--- config.mk ---
export PLATFORM = sky130hd
export DESIGN_NAME = qspi_flash_responder
export DESIGN_NICKNAME = d
export VERILOG_FILES = /design/src/rtl/qspi_flash_responder.sv
export SDC_FILE = /design/constraint.sdc
export NUM_CORES = 2
export LEC_CHECK = 0
export CAP_MARGIN = 5
export CELL_PAD_IN_SITES_DETAIL_PLACEMENT = 0
export CELL_PAD_IN_SITES_GLOBAL_PLACEMENT = 2
export CORE_MARGIN = 2
export CORE_UTILIZATION = 35
export DETAILED_ROUTE_END_ITERATION = 10
export PLACE_DENSITY_LB_ADDON = 0.1
export SETUP_SLACK_MARGIN = 0.05
export SLEW_MARGIN = 40
export SYNTH_ARGS = -nofsm -noshare
export SYNTH_HDL_FRONTEND = slang
export SYNTH_SLANG_ARGS = --single-unit
--- constraint.sdc ---
create_clock -name clk -period 8.4 [get_ports clk]
set_input_delay 1.26 -clock clk [delete_from_list [all_inputs] [get_ports clk]]
set_output_delay 1.26 -clock clk [all_outputs]
set_load 0.02 [all_outputs]
--- src/rtl/qspi_flash_responder.sv ---
// QSPI flash responder: a small SPI/QSPI NOR-flash target model (RDID, RDSR, WREN,
// WRDI, WRVECR, PP, READ) backed by an internal byte array, oversampled on clk.
`timescale 1ns/1ps
module qspi_flash_responder #(
  parameter logic [23:0] ID_BYTES = 24'h20BA18,
  parameter int unsigned MEM_AW   = 8
) (
  input  logic       clk,
  input  logic       RESET,
  input  logic       SCK,
  input  logic       S,
  input  logic [3:0] dq_in,
  output logic [3:0] dq_out,
  output logic [3:0] dq_oe,
  output logic       quad,
  output logic       wel,
  output logic       cmd_strobe,
  output logic [7:0] last_cmd
);

  localparam logic [7:0] CmdRdid   = 8'h9F;
  localparam logic [7:0] CmdRdsr   = 8'h05;
  localparam logic [7:0] CmdWren   = 8'h06;
  localparam logic [7:0] CmdWrdi   = 8'h04;
  localparam logic [7:0] CmdWrvecr = 8'h61;
  localparam logic [7:0] CmdPp     = 8'h02;
  localparam logic [7:0] CmdRead   = 8'h03;

  typedef enum logic [2:0] {StIdle, StCmd, StAddr, StWdata, StRdata, StIgnore} state_e;

  // Synchronizers and edge history
  logic [1:0] sck_sync_q, s_sync_q;
  logic [3:0] dq_sync1_q, dq_sync2_q;
  logic       sck_prev_q, s_prev_q;
  logic       sck_rise, sck_fall, s_high, s_rise, s_fall;

  // Protocol state
  state_e      state_q, state_d;
  logic [7:0]  shift_q, shift_d;
  logic [3:0]  bit_cnt_q, bit_cnt_d;
  logic [1:0]  byte_cnt_q, byte_cnt_d;
  logic [23:0] addr_q, addr_d;
  logic [7:0]  out_sh_q, out_sh_d;
  logic [3:0]  out_cnt_q, out_cnt_d;
  logic [1:0]  id_idx_q, id_idx_d;
  logic        pend_wel_vld_q, pend_wel_vld_d, pend_wel_val_q, pend_wel_val_d;
  logic        pend_quad_vld_q, pend_quad_vld_d, pend_quad_val_q, pend_quad_val_d;
  logic        quad_q, quad_d, wel_q, wel_d, strobe_q, strobe_d;
  logic [7:0]  last_cmd_q, last_cmd_d;
  logic [3:0]  dq_out_q, dq_out_d, dq_oe_q, dq_oe_d;

  // Datapath helpers
  logic [3:0]  step, cnt_nxt, ocnt_nxt;
  logic [7:0]  shift_nxt, src_byte, cur_byte;
  logic        in_phase, byte_done;
  logic        mem_we;
  logic [7:0]  mem [0:(2**MEM_AW)-1];
  logic [7:0]  mem_rdata;

  // Bring asynchronous pins into the clk domain; s_prev is forced low in reset so a
  // chip select already held low after reset is not mistaken for a new falling edge.
  always_ff @(posedge clk) begin
    sck_sync_q <= {sck_sync_q[0], SCK};
    s_sync_q   <= {s_sync_q[0], S};
    dq_sync1_q <= dq_in;
    dq_sync2_q <= dq_sync1_q;
    sck_prev_q <= sck_sync_q[1];
    if (RESET) s_prev_q <= 1'b0;
    else       s_prev_q <= s_sync_q[1];
  end

  assign sck_rise = sck_sync_q[1] & ~sck_prev_q;
  assign sck_fall = ~sck_sync_q[1] & sck_prev_q;
  assign s_high   = s_sync_q[1];
  assign s_rise   = s_sync_q[1] & ~s_prev_q;
  assign s_fall   = ~s_sync_q[1] & s_prev_q;

  assign step      = quad_q ? 4'd4 : 4'd1;
  assign shift_nxt = quad_q ? {shift_q[3:0], dq_sync2_q} : {shift_q[6:0], dq_sync2_q[0]};
  assign cnt_nxt   = bit_cnt_q + step;
  assign ocnt_nxt  = out_cnt_q + step;
  assign in_phase  = (state_q == StCmd) || (state_q == StAddr) || (state_q == StWdata);
  assign byte_done = in_phase && sck_rise && (cnt_nxt == 4'd8);
  assign mem_rdata = mem[addr_q[MEM_AW-1:0]];
  assign cur_byte  = (out_cnt_q == 4'd0) ? src_byte : out_sh_q;

  // Select the byte the read phase is currently streaming out
  always_comb begin
    src_byte = mem_rdata;
    if (last_cmd_q == CmdRdid) begin
      unique case (id_idx_q)
        2'd0:    src_byte = ID_BYTES[23:16];
        2'd1:    src_byte = ID_BYTES[15:8];
        2'd2:    src_byte = ID_BYTES[7:0];
        default: src_byte = 8'h00;
      endcase
    end else if (last_cmd_q == CmdRdsr) begin
      src_byte = {6'b0, wel_q, 1'b0};
    end
  end

  // Next-state logic: command decode, address/data collection, read streaming, abort
  always_comb begin
    state_d         = state_q;
    shift_d         = shift_q;
    bit_cnt_d       = bit_cnt_q;
    byte_cnt_d      = byte_cnt_q;
    addr_d          = addr_q;
    out_sh_d        = out_sh_q;
    out_cnt_d       = out_cnt_q;
    id_idx_d        = id_idx_q;
    pend_wel_vld_d  = pend_wel_vld_q;
    pend_wel_val_d  = pend_wel_val_q;
    pend_quad_vld_d = pend_quad_vld_q;
    pend_quad_val_d = pend_quad_val_q;
    quad_d          = quad_q;
    wel_d           = wel_q;
    strobe_d        = 1'b0;
    last_cmd_d      = last_cmd_q;
    dq_out_d        = dq_out_q;
    dq_oe_d         = dq_oe_q;
    mem_we          = 1'b0;

    if (in_phase && sck_rise) begin
      shift_d   = shift_nxt;
      bit_cnt_d = byte_done ? 4'd0 : cnt_nxt;
    end

    unique case (state_q)
      StIdle: begin
        if (s_fall) begin
          state_d    = StCmd;
          shift_d    = 8'h00;
          bit_cnt_d  = 4'd0;
          byte_cnt_d = 2'd0;
          out_cnt_d  = 4'd0;
          id_idx_d   = 2'd0;
        end
      end
      StCmd: begin
        if (byte_done) begin
          strobe_d   = 1'b1;
          last_cmd_d = shift_nxt;
          case (shift_nxt)
            CmdRdid, CmdRdsr: state_d = StRdata;
            CmdWren: begin
              pend_wel_vld_d = 1'b1;
              pend_wel_val_d = 1'b1;
              state_d        = StIgnore;
            end
            CmdWrdi: begin
              pend_wel_vld_d = 1'b1;
              pend_wel_val_d = 1'b0;
              state_d        = StIgnore;
            end
            CmdWrvecr, CmdPp, CmdRead: begin
              // Program-type commands consume the latch when the select rises
              if (shift_nxt != CmdRead && wel_q) begin
                pend_wel_vld_d = 1'b1;
                pend_wel_val_d = 1'b0;
              end
              state_d = (shift_nxt == CmdWrvecr) ? StWdata : StAddr;
            end
            default: state_d = StIgnore;
          endcase
        end
      end
      StAddr: begin
        if (byte_done) begin
          addr_d     = {addr_q[15:0], shift_nxt};
          byte_cnt_d = byte_cnt_q + 2'd1;
          if (byte_cnt_q == 2'd2) state_d = (last_cmd_q == CmdRead) ? StRdata : StWdata;
        end
      end
      StWdata: begin
        if (byte_done) begin
          if (last_cmd_q == CmdPp) begin
            mem_we = wel_q;
            addr_d = addr_q + 24'd1;
          end else begin
            if (wel_q) begin
              pend_quad_vld_d = 1'b1;
              pend_quad_val_d = ~shift_nxt[7];
            end
            state_d = StIgnore;
          end
        end
      end
      StRdata: begin
        if (sck_fall) begin
          dq_oe_d  = quad_q ? 4'hF : 4'b0010;
          dq_out_d = quad_q ? cur_byte[7:4] : {2'b00, cur_byte[7], 1'b0};
          out_sh_d = quad_q ? {cur_byte[3:0], 4'h0} : {cur_byte[6:0], 1'b0};
          if (ocnt_nxt == 4'd8) begin
            out_cnt_d = 4'd0;
            addr_d    = addr_q + 24'd1;
            if (id_idx_q != 2'd3) id_idx_d = id_idx_q + 2'd1;
          end else begin
            out_cnt_d = ocnt_nxt;
          end
        end
      end
      StIgnore: state_d = StIgnore;
      default:  state_d = StIdle;
    endcase

    // Deferred register updates take effect only on the select rising edge
    if (s_rise) begin
      if (pend_wel_vld_d)  wel_d  = pend_wel_val_d;
      if (pend_quad_vld_d) quad_d = pend_quad_val_d;
      pend_wel_vld_d  = 1'b0;
      pend_quad_vld_d = 1'b0;
    end

    if (s_high) begin
      state_d = StIdle;
      dq_oe_d = 4'h0;
    end
  end

  // State register with synchronous reset
  always_ff @(posedge clk) begin
    if (RESET) begin
      state_q         <= StIdle;
      shift_q         <= 8'h00;
      bit_cnt_q       <= 4'd0;
      byte_cnt_q      <= 2'd0;
      addr_q          <= 24'h0;
      out_sh_q        <= 8'h00;
      out_cnt_q       <= 4'd0;
      id_idx_q        <= 2'd0;
      pend_wel_vld_q  <= 1'b0;
      pend_wel_val_q  <= 1'b0;
      pend_quad_vld_q <= 1'b0;
      pend_quad_val_q <= 1'b0;
      quad_q          <= 1'b0;
      wel_q           <= 1'b0;
      strobe_q        <= 1'b0;
      last_cmd_q      <= 8'h00;
      dq_out_q        <= 4'h0;
      dq_oe_q         <= 4'h0;
    end else begin
      state_q         <= state_d;
      shift_q         <= shift_d;
      bit_cnt_q       <= bit_cnt_d;
      byte_cnt_q      <= byte_cnt_d;
      addr_q          <= addr_d;
      out_sh_q        <= out_sh_d;
      out_cnt_q       <= out_cnt_d;
      id_idx_q        <= id_idx_d;
      pend_wel_vld_q  <= pend_wel_vld_d;
      pend_wel_val_q  <= pend_wel_val_d;
      pend_quad_vld_q <= pend_quad_vld_d;
      pend_quad_val_q <= pend_quad_val_d;
      quad_q          <= quad_d;
      wel_q           <= wel_d;
      strobe_q        <= strobe_d;
      last_cmd_q      <= last_cmd_d;
      dq_out_q        <= dq_out_d;
      dq_oe_q         <= dq_oe_d;
    end
  end

  // Byte array write port; contents survive reset
  always_ff @(posedge clk) begin
    if (mem_we && !RESET) mem[addr_q[MEM_AW-1:0]] <= shift_nxt;
  end

  assign dq_out     = dq_out_q;
  assign dq_oe      = dq_oe_q;
  assign quad       = quad_q;
  assign wel        = wel_q;
  assign cmd_strobe = strobe_q;
  assign last_cmd   = last_cmd_q;

endmodule

* Word-level counts from Yosys, hierarchy flattened
Memory sizes are Yosys's and may differ from the RTL's. A register that Yosys moved wholly into a read port is not among the register bits.
Cells that the tools add are included.
** Word-level totals
- Register bits :: 92
- Memories :: 1
- Word-level logic and storage cells :: 169
- Input port bits :: 8
- RAM bits :: 2048
- Bits in latches :: 0
- Bits in read-only memories :: 0
** Memories
- mem :: words 256, width 8, read ports 1, clocked after memory_dff 1, wr ports 1, RTL line 57 : logic [7:0] mem [0:(2**MEM_AW)-1];
** Operators by class
- Order comparisons :: 0
- Bitwise logic cells :: 11
- Div/mod/pow operators :: 0
- Equal/unequal tests :: 33
- Muxes and demuxes :: 67
- Shifts and indexed selects :: 0
- Add/subtract/negate cells :: 5
- $mul :: 0
- Reductions and logical operators :: 28
** Operator list (count)
- 2-to-1 mux 24 bit :: 5
- 2-to-1 mux 8 bit :: 10
- case mux 24 bit (3 select lines) :: 1
- 2-to-1 mux 4 bit :: 9
- == test 8 x 2 -> 1 bit (second input constant) :: 4
- == test 8 x 3 -> 1 bit (second input constant) :: 4
- adder 24 x 1 -> 24 bit (second input constant) :: 1
- 2-to-1 mux 3 bit :: 8
- case mux 8 bit (3 select lines) :: 1
- 2-to-1 mux 1 bit :: 21
- != test 2 bit (second input constant) :: 9
- case mux 3 bit (6 select lines) :: 1
- == test 8 bit (second input constant) :: 2
- 2-to-1 mux 2 bit :: 5
- OR reduction 2 bit :: 5
- adder 4 x 3 -> 4 bit :: 2
- == test 4 bit (second input constant) :: 2
- == test 8 x 7 -> 1 bit (second input constant) :: 1
- != test 8 x 2 -> 1 bit (second input constant) :: 1
- case mux 2 bit (2 select lines) :: 2
- case mux 4 bit (2 select lines) :: 1
- AND reduction 2 bit :: 4
- inverter 1 bit :: 7
- AND reduction 7 bit :: 1
- 23 further kinds :: 37

* Depth between registers and ports, before layout
- Depth in word-level cells :: 10
- Mapped depth :: 16
- Mapped depth without buffers :: 12

* Least setup slack after synthesis
Ideal clock, no wire load.
- Path type :: flip-flop to flip-flop
- From :: reg quad_q, in the netlist quad
- To :: reg state_q[0]
- Arrival time :: 4.960 ns
- Library setup time :: 0.137 ns
- Data required time :: 8.263 ns
- Cell stages (with the launch flop) :: 9
- Path slack :: 3.303 ns
- Buffers on the path :: 1
- Cells stage by stage :: dfxtp_1 > clkbuf_8 > mux2i_1 > inv_1 > nand4_1 > a21oi_1 > a31oi_1 > nor4_1 > a211oi_1
** Between the ends
- Cells in the longest elaborated chain, start to end :: 6
- Elaborated cells on any way between the ends :: 20
- Classes of those cells :: add/sub (1); eq/ne (9); mux (6); reduce/logical (4)
** RTL lines
- start: declaration :: RTL line 48 : logic quad_q, quad_d, wel_q, wel_d, strobe_q, strobe_d;
- start signal: assignment :: RTL line 255 : quad_q <= quad_d;
- 2-to-1 mux 8 bit * :: RTL line 79 : assign shift_nxt = quad_q ? {shift_q[3:0], dq_sync2_q} : {shift_q[6:0], dq_sync2_q[0]};
- net shift_nxt[5] :: RTL line 54 : logic [7:0] shift_nxt, src_byte, cur_byte;
- == test 8 x 7 -> 1 bit (tied with other cells) :: RTL line 144, 162
- OR reduction 3 bit (tied with other cells) :: RTL line 144 : case (shift_nxt)
- case mux 3 bit (2 select lines) * :: RTL line 144
- 2-to-1 mux 3 bit * :: RTL line 141 : if (byte_done) begin
- case mux 3 bit (6 select lines) * :: RTL line 129 : unique case (state_q)
- end signal: assignment :: RTL line 224 : state_q <= StIdle;
- end signal: assignment :: RTL line 243 : state_q <= state_d;
- end: declaration :: RTL line 38 : state_e state_q, state_d;
The timed path passes the listed nets; every way through them passes the cells marked *. The select of a mux whose other input is x is not followed.
A chain may end at the register's enable or synchronous reset.

* Worst setup path after layout
- From :: reg quad_q, in the netlist quad
- To :: mem mem[199][5] (enable)
** Between the ends
- Cells in the longest elaborated chain, start to end :: 9
** RTL lines
- 2-to-1 mux 3 bit :: RTL line 78 : assign step = quad_q ? 4'd4 : 4'd1;
- adder 4 x 3 -> 4 bit :: RTL line 80 : assign cnt_nxt = bit_cnt_q + step;
- == test 4 bit :: RTL line 83 : assign byte_done = in_phase && sck_rise && (cnt_nxt == 4'd8);
- logical AND 1 bit :: RTL line 83
- 2-to-1 mux 1 bit :: RTL line 176 : if (byte_done) begin
- 2-to-1 mux 1 bit :: RTL line 129
- logical AND 1 bit :: RTL line 266 : if (mem_we && !RESET) mem[addr_q[MEM_AW-1:0]] <= shift_nxt;
- 2-to-1 mux 1 bit :: RTL line 266
- 2-to-1 mux 1 bit (implied by the code) :: RTL line 266
- end: declaration :: RTL line 57
Every way passes these cells.

==> qor.csv <==
stage,metric,value,unit
sta,finalWorstSetupSlack,2.66,ns
sta,finalCritPeriodShare,0.683,
cells_and_area,final_cells,7732,
detailed_routing,vias_per_cell,5.64,
logic_synthesis,synth_xor_area_frac,0.000415,
logic_synthesis,muxShareOfSynthArea,0.153,
detailed_routing,ant_nets,0,
setup_path,path_class,reg -> reg,
setup_path,regToRegStartpoint,quad$_SDFFE_PP0P_,
floorplanning,fp.dieH,495,µm
logic_synthesis,yosysMostFrequentCell,edfxtp_1,
detailed_routing,num_vias,43600,
placed_design,place_congestion,0.813,
hold_path,hold_class,reg -> reg,
logic_synthesis,synth_top_area_share,0.729,
clock_tree,ctsHoldBuffers,0,
logic_synthesis,synthArstFlopShare,0,
logic_synthesis,synthAdderAreaFrac,0.00208,
detailed_routing,routed_wl,284,mm
logic_synthesis,synth_edf_count,2048,
logic_synthesis,synthTopCellsByArea,"edfxtp_1 73%, mux4_2 9.6%, mux4_1 3.0%",
detailed_routing,firstDrtPassIters,6,
placed_design,place_ws,2.77,ns
logic_synthesis,yosys-top-cells-count,"2,048 x edfxtp_1, 361 x mux4_2, 360 x nor2_1",
cells_and_area,syn_to_final_growth,14.1,%
cells_and_area,nets,4382,
hold_path,hold_depth,0,
power,ir_drop,196,µV
global_route,grt_pass1_wl,387,mm
sta,slew-limit-headroom,0.359,
setup_path,cp_max_fo,18,
logic_synthesis,synth_top_family_by_area,multiplexers,
clock_tree,clock_latency,0.87,ns
logic_synthesis,synth_compound_area_frac,0.0356,
logic_synthesis,synth-simple-area-share,0.0385,
setup_path,cp.arrival,6.24,ns
clock_tree,cts_tree,done,
sta,hold_ws,0.327,ns
floorplanning,io_pins,27,
sta,hold_viol,0,
floorplanning,dieArea,245000,µm²
cells_and_area,postLayoutCellArea,96300,µm²
logic_synthesis,synth.cell_area,84400,µm²
logic_synthesis,syn_nets,4266,
setup_path,rrSetupSlack,2.66,ns
detailed_routing,drt_drc_violations_left,0,
clock_tree,clk_path_buf_depth,3,
clock_tree,htreeDepth,4,
global_route,grt_use_total,0.231,
clock_tree,clockRootBuffer,clkbuf_16,
clock_tree,numCtsBuffers,227,
cells_and_area,seq_area,63100,µm²
global_route,grt_max_degree,132,
placed_design,numPortBuffers,26,
global_route,grt_pass1_vias,43600,
sta,tightest_slew,0.958,ns
sta,rsz0062_at_grt,false,
cells_and_area,postLayoutCoreUtil,0.401,
floorplanning,core.rowCount,180,
cells_and_area,nFillCells,21500,
clock_tree,ctsResizeCount,0,
sta,tns,0,ns
sta,setup_viol,0,
cells_and_area,multi_input_area,19800,µm²
placed_design,hpwl,175,mm
setup_path,reg2reg_to,mem[199][5]$_DFFE_PP_,
power,leakage,26.7,nW
hold_path,holdCritStartpoint,s_sync_q[0]$_DFF_P_,
global_route,antenna_found_initial,22,
logic_synthesis,synth_cell_type_count,90,
floorplanning,start_util,0.351,
logic_synthesis,yosys.area.top_type,edfxtp_1,
logic_synthesis,synth_flop_cell,edfxtp_1,
power,power.total,22.1,mW
global_route,gr-total-overflow,0,
floorplanning,die_w,495,µm
clock_tree,numClockSinks,2128,
setup_path,r2r_cells,11,
sta,fin_skew,0.0291,ns
logic_synthesis,yosysWarnings,0,
sta,final.min_clock_period,5.74,ns
hold_path,hold_end,s_sync_q[1]$_DFF_P_,
logic_synthesis,ys_seq_area_frac,0.748,
placed_design,place_inst,7314,
sta,clock.fmax,0.174,GHz
cells_and_area,drive_gt1_frac,0.208,
setup_path,startpoint_type,flop,
detailed_routing,wl_per_cell,36.7,µm
logic_synthesis,avgSynthCellArea,19.9,µm²
placed_design,dpl-instance-area,88500,µm²
clock_tree,clk_pin_slew,0.06,ns
outcome,outcome,"finished, final reports clean",
setup_path,endpoint_kind,flop,
setup_path,required,8.90,ns
floorplanning,core-area,240000,µm²
run,maxCapViolations,0,
detailed_routing,drt_iter0_markers,4976,
power,p_per_area,229,nW/µm²
clock_tree,postCtsSetupBuffers,0,
logic_synthesis,postSynthCellCount,4244,
sta,slew_viol_final,0,
logic_synthesis,ys_ff_latch,2128,
[power by group]
group	switching (mW)	internal, mW	leakage (nW)
Combinational	0.0883	0.0194	5.32
Sequential	0.00873	11.5	17.6
Clock	4.31	6.14	3.74
Total	4.40	17.7	26.7
[cells by family (layout without fill, tap and decap cells)]
logic type	count (synthesis)	in the layout
other	0	3
AO/OA/AOI/OAI	427	427
flip-flops	2128	2128
AND/OR/NAND/NOR	717	717
multiplexers	678	678
XOR/XNOR	4	4
buffers and inverters	276	576
adder cells (fa/ha/maj)	14	14
[area by class of cell]
type	count	share of cell area
Antenna cell	3	0.0000779
Inverter	24	0.00157
Timing Repair Buffer	139	0.0160
Clock buffer	270	0.0615
Tap cell	3185	0.0414
Sequential cell	2128	0.655
Multi-Input combinational cell	1840	0.205
Clock inverter	143	0.0189
[how the worst max path moves through the flow]
stage | from | end | slack, ns | cells after the start
final | quad$_SDFFE_PP0P_ | mem[199][5]$_DFFE_PP_ | 2.66 | 11
after global routing | quad$_SDFFE_PP0P_ | mem[199][0]$_DFFE_PP_ | 2.47 | 11
after CTS | quad$_SDFFE_PP0P_ | mem[254][3]$_DFFE_PP_ | 2.71 | 11
after detailed placement | quad$_SDFFE_PP0P_ | mem[199][1]$_DFFE_PP_ | 2.77 | 11
after global placement | quad$_SDFFE_PP0P_ | mem[91][2]$_DFFE_PP_ | 2.73 | 11
after floorplan | quad$_SDFFE_PP0P_ | state_q[0]$_SDFFE_PP0P_ | 3.30 | 8
[worst max-delay path: stages (launching register included)]
cell     delay (ns)
dfxtp_1        0.31
buf_4          0.28
inv_1          0.20
ha_1           0.26
ha_1           0.19
xor2_1         0.16
nor3_1         0.39
nand4_1        0.36
or4_4          0.78
nor2_1         0.80
nand2_1        0.74
nor2_1         0.87
[state kept, by name (all words and copies together), names as in the netlist, 7 cells and up, named ones only]
signal	cells
mem	2048
last_cmd	8
shift_q	7
out_sh_q	7
addr_q	8
[placed cells by master, fill, tap and decap left out, drive strengths merged, types with 36 or more instances in the layout]
cell,Yosys,routed
o22ai,56,56
clkinv,1,87
a21oi,68,68
mux4,456,456
edfxtp,2048,2048
buf,147,114
o21ai,52,52
nand2,142,142
dfxtp,80,80
mux2i,201,201
bufinv,0,36
nor2,360,360
nand3,48,48
a22oi,57,57
clkbuf,104,270
[per-layer routing]
metal	GRT usage	wire [µm]
met1	0.346	131000
met2	0.356	131000
met3	0.0370	16800
met4	0.0460	5380
met5	0	0
(Power assumes the default switching activity.)
